<file path="config.mk">
export PLATFORM = sky130hd
export DESIGN_NAME = time_keeper
export DESIGN_NICKNAME = d
export VERILOG_FILES = /design/src/rtl/time_keeper.sv
export SDC_FILE = /design/constraint.sdc
export NUM_CORES = 1
export LEC_CHECK = 0
export BUFFER_PORTS_ARGS = -buffer_cell sky130_fd_sc_hd__buf_4
export CORE_ASPECT_RATIO = 0.6
export CORE_UTILIZATION = 47
export DETAILED_ROUTE_END_ITERATION = 10
export PLACE_DENSITY = 0.76
export SETUP_SLACK_MARGIN = 0.1
export SLEW_MARGIN = 20
export SYNTH_ARGS = -nofsm -noshare
export SYNTH_HDL_FRONTEND = slang
export SYNTH_SLANG_ARGS = --single-unit
export TNS_END_PERCENT = 50
</file>
<file path="constraint.sdc">
create_clock -name clk -period 3.24 [get_ports clk]
set_input_delay 0.648 -clock clk [delete_from_list [all_inputs] [get_ports clk]]
set_output_delay 0.648 -clock clk [all_outputs]
set_load 0.01 [all_outputs]
</file>
<file path="src/rtl/time_keeper.sv">
// Timekeeping and alarm register bank: seconds prescaler, HH:MM:SS time, HH:MM alarm,
// manual inc/dec adjust, alarm ring with timeout, and BCD/blink outputs for the display path.
module time_keeper #(
    parameter int TICK_DIV   = 100000000,
    parameter int ALARM_SECS = 60
) (
    input  logic        clk,
    input  logic        rst,
    input  logic        run,
    input  logic [1:0]  sel,
    input  logic        inc,
    input  logic        dec,
    input  logic        alarm_en,
    input  logic        alarm_ack,
    output logic [15:0] time_bcd,
    output logic [15:0] alarm_bcd,
    output logic [5:0]  sec_bin,
    output logic        sec_tick,
    output logic        blink,
    output logic        alarm_active
);

    localparam int PW = (TICK_DIV > 1) ? $clog2(TICK_DIV) : 1;
    localparam int RW = (ALARM_SECS > 1) ? $clog2(ALARM_SECS) : 1;
    localparam logic [PW-1:0] PRE_LAST  = PW'(TICK_DIV - 1);
    localparam logic [PW-1:0] PRE_HALF  = PW'(TICK_DIV / 2);
    localparam logic [RW-1:0] RING_LAST = RW'(ALARM_SECS - 1);

    logic [PW-1:0] pre;
    logic [4:0]    hours, alarm_hours, hours_nx;
    logic [5:0]    minutes, alarm_minutes, minutes_nx;
    logic [5:0]    seconds, seconds_nx;
    logic [RW-1:0] ring;
    logic          adj, time_adj, advance, set_alarm, ring_done;

    function automatic logic [4:0] hour_step(input logic [4:0] h, input logic up);
        if (up) return (h == 5'd23) ? 5'd0 : h + 5'd1;
        else    return (h == 5'd0) ? 5'd23 : h - 5'd1;
    endfunction

    function automatic logic [5:0] minute_step(input logic [5:0] m, input logic up);
        if (up) return (m == 6'd59) ? 6'd0 : m + 6'd1;
        else    return (m == 6'd0) ? 6'd59 : m - 6'd1;
    endfunction

    function automatic logic [7:0] to_bcd(input logic [5:0] v);
        logic [3:0] tens;
        logic [3:0] units;
        if (v >= 6'd50) begin
            tens  = 4'd5;
            units = 4'(v - 6'd50);
        end else if (v >= 6'd40) begin
            tens  = 4'd4;
            units = 4'(v - 6'd40);
        end else if (v >= 6'd30) begin
            tens  = 4'd3;
            units = 4'(v - 6'd30);
        end else if (v >= 6'd20) begin
            tens  = 4'd2;
            units = 4'(v - 6'd20);
        end else if (v >= 6'd10) begin
            tens  = 4'd1;
            units = 4'(v - 6'd10);
        end else begin
            tens  = 4'd0;
            units = v[3:0];
        end
        return {tens, units};
    endfunction

    assign sec_tick  = (pre == PRE_LAST);
    assign blink     = (pre >= PRE_HALF);
    assign sec_bin   = seconds;
    assign time_bcd  = {to_bcd({1'b0, hours}), to_bcd(minutes)};
    assign alarm_bcd = {to_bcd({1'b0, alarm_hours}), to_bcd(alarm_minutes)};

    // A manual time-field adjust on a tick edge swallows that tick completely.
    always_comb begin
        adj        = inc ^ dec;
        time_adj   = adj & ~sel[1];
        advance    = sec_tick & run & ~time_adj;
        seconds_nx = seconds;
        minutes_nx = minutes;
        hours_nx   = hours;
        if (advance) begin
            if (seconds == 6'd59) begin
                seconds_nx = 6'd0;
                if (minutes == 6'd59) begin
                    minutes_nx = 6'd0;
                    hours_nx   = hour_step(hours, 1'b1);
                end else begin
                    minutes_nx = minutes + 6'd1;
                end
            end else begin
                seconds_nx = seconds + 6'd1;
            end
        end else if (time_adj) begin
            if (sel[0]) begin
                minutes_nx = minute_step(minutes, inc);
                seconds_nx = 6'd0;
            end else begin
                hours_nx = hour_step(hours, inc);
            end
        end
        set_alarm = alarm_en & advance & (seconds_nx == 6'd0) &
                    (minutes_nx == alarm_minutes) & (hours_nx == alarm_hours);
        ring_done = alarm_active & sec_tick & (ring == RING_LAST);
    end

    always_ff @(posedge clk or negedge rst) begin
        if (!rst) begin
            pre           <= '0;
            hours         <= '0;
            minutes       <= '0;
            seconds       <= '0;
            alarm_hours   <= '0;
            alarm_minutes <= '0;
        end else begin
            pre     <= sec_tick ? '0 : pre + PW'(1);
            hours   <= hours_nx;
            minutes <= minutes_nx;
            seconds <= seconds_nx;
            if (adj && sel == 2'd2) alarm_hours <= hour_step(alarm_hours, inc);
            if (adj && sel == 2'd3) alarm_minutes <= minute_step(alarm_minutes, inc);
        end
    end

    // A fresh match outranks every clear source on the same edge.
    always_ff @(posedge clk or negedge rst) begin
        if (!rst) begin
            alarm_active <= 1'b0;
            ring         <= '0;
        end else if (set_alarm) begin
            alarm_active <= 1'b1;
            ring         <= '0;
        end else if (!alarm_en || alarm_ack || ring_done) begin
            alarm_active <= 1'b0;
        end else if (alarm_active && sec_tick) begin
            ring <= ring + RW'(1);
        end
    end

endmodule

</file>
==> results of run 1 <==
==> path summary, 6_finish.rpt <==
check                                 endpoint  cells past startpoint
max                               alarm_bcd[3]                     12
min                         hours[1]$_DFF_PN0_                      1
max reg2reg                ring[5]$_DFFE_PN0P_                     12
min reg2reg                   pre[6]$_DFF_PN0_                      1
max in group asynchronous   hours[2]$_DFF_PN0_                      1
min in group clk              pre[6]$_DFF_PN0_                      1
==> metal layers <==
metal  wire length, µm  track usage, %  share of wire, %  vias up
li1                  -               -                 -     2583
met1              7317           39.18                47     2648
met2              6962           38.92                44      280
met3              1243           4.858               7.9       27
met4               208           5.181               1.3        0
met5                 0               0                 0        -
==> repair_timing <==
item	4_1_cts	5_1_grt
setup endpoints to repair	13	17
gates resized for setup	27	26
hold buffers	0	0
endpoints found under the hold margin	0	0
pin swaps	8	17
setup buffers	7	6
==> registers in the layout (all words and copies together) (netlist names) <==
signal / count
alarm_hours: 5
alarm_active: 1
pre: 27
hours: 5
alarm_minutes: 6
ring: 6
sec_bin: 6
minutes: 6
==> kinds of logic (layout without fill, tap and decap cells) <==
group                    Yosys count  after routing  share of synthesized area (%)
flip-flops                        62             62                          28.21
AO/OA/AOI/OAI                    191            191                          22.32
multiplexers                       8              8                          1.479
XOR/XNOR                          51             51                          8.259
buffers and inverters             64            143                          5.301
AND/OR/NAND/NOR                  250            250                          23.89
adder cells (fa/ha/maj)           46             46                          10.47
other                              1              6                        0.06819
==> power by group through the flow <==
stage	clock, W	sequential (W)	combinational, W
4_1_cts	0.000980	0.00116	0.00333
3_3_place_gp	0	0.00115	0.00306
2_1_floorplan	0	0.00106	0.00209
5_1_grt	0.00101	0.00121	0.00380
6_report	0.000974	0.00118	0.00350
3_5_place_dp	0	0.00116	0.00314
==> area by class of cell <==
class | count | area share (%)
tap | 160 | 2.969
inverter | 30 | 1.707
clock buffer | 10 | 3.396
multi-input combinational | 552 | 56.65
clock inverter | 6 | 1.021
sequential | 62 | 23.18
timing repair buffer | 97 | 11.08
==> stage by stage <==
stage | TNS [ps] | area [µm²] | instances | power, W | util [%]
6_report | 0 | 6743 | 917 | 0.005655 | 59.48
5_1_grt | -48.62 | 6743 | 917 | 0.006024 | 59.48
4_1_cts | 0 | 6604 | 911 | 0.005469 | 58.26
3_5_place_dp | 0 | 6175 | 888 | 0.004300 | 54.47
3_3_place_gp | 0 | 6175 | 888 | 0.004205 | 54.47
2_1_floorplan | 0 | 5518 | 678 | 0.003143 | -
==> layout by cell type, fill, tap and decap left out, types with 5 or more instances in the layout <==
cell type	n
nand2b_1	9
dfrtp_1	53
nor2_1	66
conb_1	6
dfrtp_2	9
nand3_1	31
clkbuf_16	9
nand3b_1	5
or3_1	6
o31ai_1	6
xor2_1	18
o22ai_1	5
o21ai_0	50
xnor2_1	32
nand4_1	13
nor3_1	11
a31oi_1	12
buf_4	92
inv_1	24
ha_1	40
nand2_1	60
and3_1	14
mux2i_1	7
buf_6	5
a21oi_1	45
nor2b_1	6
o21a_1	5
==> worst max-delay path: stages, from the launching register on <==
cell	delay, ps
dfrtp_2	460
ha_4	190
or3_4	330
a221oi_2	170
buf_4	170
nor2_1	40
o22ai_1	120
o21ai_1	90
nand2_1	100
buf_4	110
nor2_2	30
a221o_1	280
buf_6	130
==> impl_metrics.yaml, run 1 <==
status:
  outcome: "finished, final reports clean"
sta:
  max-slew-margin-rel_pct: 46.40
  layout_setup_ws_ps: 31.42
  fin_skew_ps: 5.968
  period_minus_slack_ps: 3209
  worst_slew_pin_slew_ps: 804.0
  hold_slack_ps: 389.8
  period_share_pct: 99.03
  slew_violations: 0
  rsz0062_at_grt: "true"
  setup_viol: 0
  finalHoldViolations: 0
  max_freq_ghz: 0.3117
floorplan:
  core_um2: 11340
  dieArea_um2: 12150
  die_height_um: 85.79
  io_pins: 50
  start_util_pct: 48.51
  die_x_um: 141.6
  rows: 30
power:
  switchingPower_w: 0.002529
  p_per_area_nw_per_um2: 838.7
  clockPowerShare_pct: 17.2
  switching_share_pct: 44.73
  combPwrFrac_pct: 61.9
  p_seq_share_pct: 20.9
  p_leak_nw: 3.053
  peakVddDrop_mv: 0.7196
  internal_power_w: 0.003126
clock_tree:
  htreeDepth: 3
  cts.clk_slew.worst_paths_ps: 50
  cts_sinks: 62
  cts_tree: "done"
  clk_latency_ps: 340
  cts_root_buf: "clkbuf_16"
  clk_path_buf_depth: 2
  numCtsBuffers: 9
critical_path:
  required_ps: 2590
  worst-path-max-fanout: 5
  critPathArrivalTime_ps: 2560
  worstReg2RegStart: "minutes[3]$_DFF_PN0_"
  critPathKind: "flop to output pin"
  cp-start-kind: "flop"
  endpoint_kind: "output pin"
  cp-startpoint: "alarm_minutes[2]$_DFFE_PN0P_"
  reg2reg_slack_ps: 210
global_routing:
  grt_pass1_wl_um: 25090
  antenna_found_initial: 0
  grt_pass1_vias: 4913
  grt_max_degree: 63
  grt_util_all_layers_pct: 26.10
  grt_overflow_total: 0
min_path:
  min_path_type: "input pin to async pin"
finish:
  n_antenna_cell: 0
  multi_input_area_um2: 3820
  final-seq-area_um2: 1563
  area_delta_synth_final_pct: 22.62
  drive_gt1_share_pct: 21.93
  fill_cells: 958
  nNetsFinal: 807
drt:
  vias: 5538
  firstDrtPassIters: 5
  drt_iter0_drc: 671
  wl_um: 15730
  ant_nets: 0
  drc: 0
  avgRoutedWirePerCell_um: 17.15
  avgViaCountPerCell: 6.039
placed_design:
  dpl_worst_slack_ps: 35.23
  port_buffers: 43
  gp_congestion: 0.9608
  dp_hpwl_um: 11320
synth:
  synth_edf_count: 0
  netlist_instances: 673
  synth.most_common_cell: "nor2_1"
  yosys_warnings: 0
  synth_area_um2: 5499
  synthArstFlopShare_pct: 100.0
  yosysTopAreaCell: "dfrtp_1"
  ys_top_cells_by_count: "67 x nor2_1, 62 x dfrtp_1, 61 x nand2_1, 52 x o21ai_0, 48 x a21oi_1"
  ys_seq_area_share_pct: 28.21
  ys_ff_latch: 62
  netlist.area_leader.share_pct: 28.21
  synth_ff_type: "dfrtp_1"
  synthTopCellsByArea: "dfrtp_1 28%, ha_1 10%, xnor2_1 5.1%"
  avgSynthCellArea_um2: 8.171
  ys_types: 77
flow_run:
  cap_viol_max_count: 0
(Power assumes the default switching activity.)
==> run 2: changes to the inputs <==
--- a/config.mk
+++ b/config.mk
@@ -9,7 +9,7 @@
 export CORE_ASPECT_RATIO = 0.6
 export CORE_UTILIZATION = 47
 export DETAILED_ROUTE_END_ITERATION = 10
-export PLACE_DENSITY = 0.76
+export PLACE_DENSITY_LB_ADDON = 0.25
 export SETUP_SLACK_MARGIN = 0.1
 export SLEW_MARGIN = 20
 export SYNTH_ARGS = -nofsm -noshare
==> run 2 against run 1 <==
The flow now finishes with violations (setup timing). Combinational power is 5% higher. Die area stayed put. Via count is 0.99% higher. Wire length is 1.3% higher. Utilization is 1.5 points higher. Global-route usage is 0.25 points lower. First-iteration DRC count is 27% lower. Highest routed layer unchanged.
==> impl_metrics.yaml, run 2 (synthesized netlist as in run 1, its figures left out) <==
status:
  outcome: "finished, violations left"
  violations: "setup timing"
drt:
  firstDrtPassIters: 5
  avgRoutedWirePerCell_um: 17.13
  ant_nets: 0
  wl_um: 15930
  avgViaCountPerCell: 6.014
  drt_iter0_drc: 493
  drc: 0
  vias: 5593
power:
  p_per_area_nw_per_um2: 855.8
  peakVddDrop_mv: 0.7168
  p_leak_nw: 3.115
sta:
  finalHoldViolations: 0
  max-slew-margin-rel_pct: 45.67
  slew_violations: 0
  hold_slack_ps: 383.9
  worst_slew_pin_slew_ps: 815.0
  fin_skew_ps: 7.668
  setup_viol: 1
  period_minus_slack_ps: 3258
  period_share_pct: 100.6
  rsz0062_at_grt: "true"
  layout_setup_ws_ps: -18.22
  max_freq_ghz: 0.3069
finish:
  top_register: "pre"
  largest_reg_flops: 27
  nNetsFinal: 820
  drive_gt1_share_pct: 24.29
  mostFrequentLayoutCells: "105 x buf_4, 65 x nor2_1, 58 x nand2_1, 53 x dfrtp_1, 51 x o21ai_0"
  n_antenna_cell: 0
  area_delta_synth_final_pct: 25.64
  postLayoutCellArea_um2: 6909
  final_common_cell: "buf_4"
floorplan:
  start_util_pct: 48.51
  io_pins: 50
  rows: 30
  die_x_um: 141.6
  core_um2: 11340
  dieArea_um2: 12150
  die_height_um: 85.79
clock_tree:
  cts.clk_slew.worst_paths_ps: 50
  cts.hold.buffers_added: 0
  cts_root_buf: "clkbuf_16"
  clk_latency_ps: 330
  cts_tree: "done"
  clk_path_buf_depth: 2
  cts_sinks: 62
  numCtsBuffers: 9
  htreeDepth: 3
global_routing:
  grt_overflow_total: 0
  grt_util_all_layers_pct: 25.85
  grt_max_degree: 63
  grt_pass1_wl_um: 24900
  grt_pass1_vias: 4882
  antenna_found_initial: 0
critical_path:
  worst-path-max-fanout: 6
  endpoint_kind: "output pin"
  cp-start-kind: "flop"
  critPathKind: "flop to output pin"
  required_ps: 2590
  critPathArrivalTime_ps: 2610
  crit_chain: "ha_4 > or3_4 > a221oi_2 > buf_4 > nor2_2 > o22ai_1 > o21ai_1 > nand2_1 > buf_4 > nor2_2 > a221o_1 > buf_6"
  slowest_delay_ps: 490
  slowest_stage: "dfrtp_2"
placed_design:
  gp_congestion: 0.9612
  place_area_um2: 6235
  dp_hpwl_um: 11310
  port_buffers: 43
flow_run:
  cap_viol_max_count: 0
min_path:
  min_path_type: "input pin to async pin"
## run 2: changes by cell type in the layout (fill, tap and decap cells not counted), moves of 2 or more
| cell | before | now |
|---|---|---|
| a21oi_2 | 2 | 4 |
| o311ai_1 | 2 | 0 |
| ha_4 | 3 | 5 |
| buf_4 | 92 | 105 |
| ha_1 | 40 | 38 |
| nand2_1 | 60 | 58 |
| nand2_2 | 1 | 3 |
## run 2: repair_timing
item | 4_1_cts | 5_1_grt
hold endpoints to repair | 0 | 0
resized for setup | 21 | 40
setup endpoints to repair | 14 | 17
setup buffers | 7 | 11
pin swaps | 5 | 15
## run 2: layout make-up
cell class	instances	area [µm²]
multi-input cells	552	3860
fillers	968	4427
inverters	30	117.6
clock buffers	11	242.7
well taps	160	200.2
flip-flops and latches	62	1563
repair buffers	110	844.6
clock inverters	5	81.33
## run 2: power by group
| group | internal, W | switching [W] | total [W] |
|---|---|---|---|
| sequential | 0.000903 | 0.000292 | 0.00120 |
| combinational | 0.00172 | 0.00194 | 0.00366 |
| clock | 0.000696 | 0.000360 | 0.00106 |
| total | 0.00332 | 0.00259 | 0.00591 |
## run 2: worst max-delay path: cells and delay by family (launching register included)
kind	cells	cell delay [ps]
compound gates	4	690
flops	1	490
simple gates	4	490
buf+inv	3	400
fa+ha+maj	1	210
## run 2: stage by stage
step | power, W | instances | utilization (%) | setup slack, ps | setup TNS, ps
floorplan | 0.003143 | 678 | - | 152.5 | 0
global placement | 0.004271 | 896 | 55.00 | 20.82 | 0
detailed placement | 0.004331 | 896 | 55.00 | -75.02 | -391.7
CTS | 0.005553 | 919 | 58.79 | 23.76 | 0
global route | 0.006280 | 930 | 60.95 | -120.9 | -353.8
finish | 0.005913 | 930 | 60.95 | -18.22 | -18.22
## run 2: path summary, 6_finish.rpt
check,start,end,slack (ps),depth (start not counted)
max,alarm_minutes[2]$_DFFE_PN0P_,alarm_bcd[3],-20,12
max in group asynchronous,rst,minutes[1]$_DFF_PN0_,2240,1
min in group clk,pre[6]$_DFF_PN0_,pre[6]$_DFF_PN0_,500,1
max reg2reg,minutes[1]$_DFF_PN0_,ring[4]$_DFFE_PN0P_,170,12
min reg2reg,pre[6]$_DFF_PN0_,pre[6]$_DFF_PN0_,500,1
min,rst,hours[1]$_DFF_PN0_,380,1
## run 2: routing by layer
| layer | wire [µm] | vias up | GRT usage (%) |
|---|---|---|---|
| li1 | - | 2611 | - |
| met1 | 7448 | 2695 | 38.81 |
| met2 | 6970 | 262 | 37.48 |
| met3 | 1323 | 25 | 5.416 |
| met4 | 184 | 0 | 6.452 |
| met5 | 0 | - | 0 |
==> run 3: changes to the inputs <==
--- a/config.mk
+++ b/config.mk
@@ -6,7 +6,6 @@
 export NUM_CORES = 1
 export LEC_CHECK = 0
 export BUFFER_PORTS_ARGS = -buffer_cell sky130_fd_sc_hd__buf_4
-export CORE_ASPECT_RATIO = 0.6
 export CORE_UTILIZATION = 47
 export DETAILED_ROUTE_END_ITERATION = 10
 export PLACE_DENSITY_LB_ADDON = 0.25
==> run 3 against run 2 <==
The flow now finishes without violations. Hold slack better by 2.7 ps. Combinational power hardly changed. Total power is 3.6% lower. Die area is 0.12% lower. Sequential cell count stayed put. Sequential share of layout area is 0.24 points lower. Clock skew is 2.2 ps lower. First-iteration DRC count is 2.2% lower. Via count is 0.59% lower. Cell count is 0.22% lower. Critical path type unchanged. Largest cell class unchanged. Highest routed layer unchanged.
==> impl_metrics.yaml, run 3 (synthesized netlist as in run 1, its figures left out) <==
drt:
  firstDrtPassIters: 6
  ant_nets: 0
  vias: 5560
  avgRoutedWirePerCell_um: 16.57
  drc: 0
  avgViaCountPerCell: 5.991
  wl_um: 15380
  drt_iter0_drc: 482
placed_design:
  dp_hpwl_um: 10820
  port_buffers: 43
  dp.cells: 885
  gp_congestion: 0.9310
clock_tree:
  cts_root_buf: "clkbuf_16"
  cts_sinks: 62
  clk_latency_ps: 330
  cts.hold.buffers_added: 0
  numCtsBuffers: 9
  htreeDepth: 3
  cts_tree: "done"
  clk_path_buf_depth: 2
  cts.clk_slew.worst_paths_ps: 60
sta:
  period_share_pct: 98.70
  rsz0062_at_grt: "true"
  max_freq_ghz: 0.3127
  slew_violations: 0
  fin_skew_ps: 5.501
  period_minus_slack_ps: 3198
  worst_slew_pin_slew_ps: 819.2
  finalHoldViolations: 0
  setup_viol: 0
  max-slew-margin-rel_pct: 45.38
critical_path:
  worst-path-max-fanout: 6
  required_ps: 2590
  cp-startpoint: "alarm_minutes[2]$_DFFE_PN0P_"
  worst_r2r_path_depth: 12
  critPathKind: "flop to output pin"
  critPathArrivalTime_ps: 2550
  endpoint_kind: "output pin"
  worstReg2RegStart: "minutes[2]$_DFF_PN0_"
  cp-start-kind: "flop"
finish:
  mostFrequentLayoutCells: "121 x buf_4, 67 x nor2_1, 61 x nand2_1, 56 x dfrtp_1, 50 x o21ai_0"
  largest_reg_flops: 27
  top_register: "pre"
  fill_cells: 997
  multi_input_area_um2: 3871
  drive_gt1_share_pct: 25.73
  area_delta_synth_final_pct: 26.69
  final_common_cell: "buf_4"
  final_cells: 928
  n_antenna_cell: 0
  final-seq-area_um2: 1559
  final_util_pct: 61.01
  nNetsFinal: 835
global_routing:
  grt_pass1_wl_um: 24070
  grt_util_all_layers_pct: 25.49
  grt_overflow_total: 0
  grt_pass1_vias: 4994
  antenna_found_initial: 0
  grt_max_degree: 63
floorplan:
  core_um2: 11420
  dieArea_um2: 12140
  io_pins: 50
  die_x_um: 110.2
  start_util_pct: 48.16
  die_height_um: 110.2
  rows: 39
status:
  outcome: "finished, final reports clean"
power:
  p_leak_nw: 3.160
  p_per_area_nw_per_um2: 818.4
  peakVddDrop_mv: 0.7078
  finalPower_w: 0.005702
min_path:
  min_path_type: "input pin to async pin"
flow_run:
  cap_viol_max_count: 0
run 3: path summary, 6_finish.rpt:
check | endpoint | slack, ps
setup / recovery | alarm_bcd[3] | 40
hold / removal | pre[21]$_DFF_PN0_ | 390
setup reg to reg | ring[4]$_DFFE_PN0P_ | 210
hold reg to reg | pre[0]$_DFF_PN0_ | 500
max in group asynchronous | alarm_minutes[0]$_DFFE_PN0P_ | 2230
min in group clk | pre[0]$_DFF_PN0_ | 500
run 3: critical path, stage by stage, from the launching register on:
cell	delay [ps]
dfrtp_2	470
ha_4	190
or3_4	320
a221oi_2	190
buf_4	180
nor2_1	40
o22ai_1	130
o21ai_1	80
nand2_1	90
o22ai_1	70
a221o_1	340
buf_6	130
run 3: area by class of cell:
class	instances	share of cell area (%)
timing repair buffer	125	13.69
multi-input combinational	552	55.57
sequential	62	22.38
tap	143	2.568
clock buffer	11	3.628
inverter	30	1.688
clock inverter	5	0.4849
run 3: routing by layer:
| layer | vias to the layer above | track usage [%] | wire length [µm] |
|---|---|---|---|
| li1 | 2637 | - | - |
| met1 | 2718 | 32.73 | 6931 |
| met2 | 178 | 43.93 | 7477 |
| met3 | 27 | 3.762 | 745 |
| met4 | 0 | 8.271 | 221 |
| met5 | - | 0 | 0 |
run 3: metrics by stage:
stage	worst slack, ps	area [µm²]	hold WS (ps)	TNS (ps)
2_1_floorplan	152.5	5518	352.4	0
3_3_place_gp	55.22	6259	489.0	0
3_5_place_dp	22.24	6259	495.1	0
4_1_cts	38.10	6639	433.0	0
5_1_grt	-103.8	6967	486.0	-173.9
6_report	42.03	6967	386.6	0
run 3: what timing repair did:
action	4_1_cts	5_1_grt
resized for setup	24	37
pin swaps	8	13
setup buffers	4	23
hold endpoints to repair	0	0
endpoints found under the setup margin	12	13
run 3: power by group:
part	switching (W)	internal, W	leakage (nW)
Sequential	0.000224	0.000900	0.801
Combinational	0.00193	0.00173	2.22
Clock	0.000361	0.000557	0.138
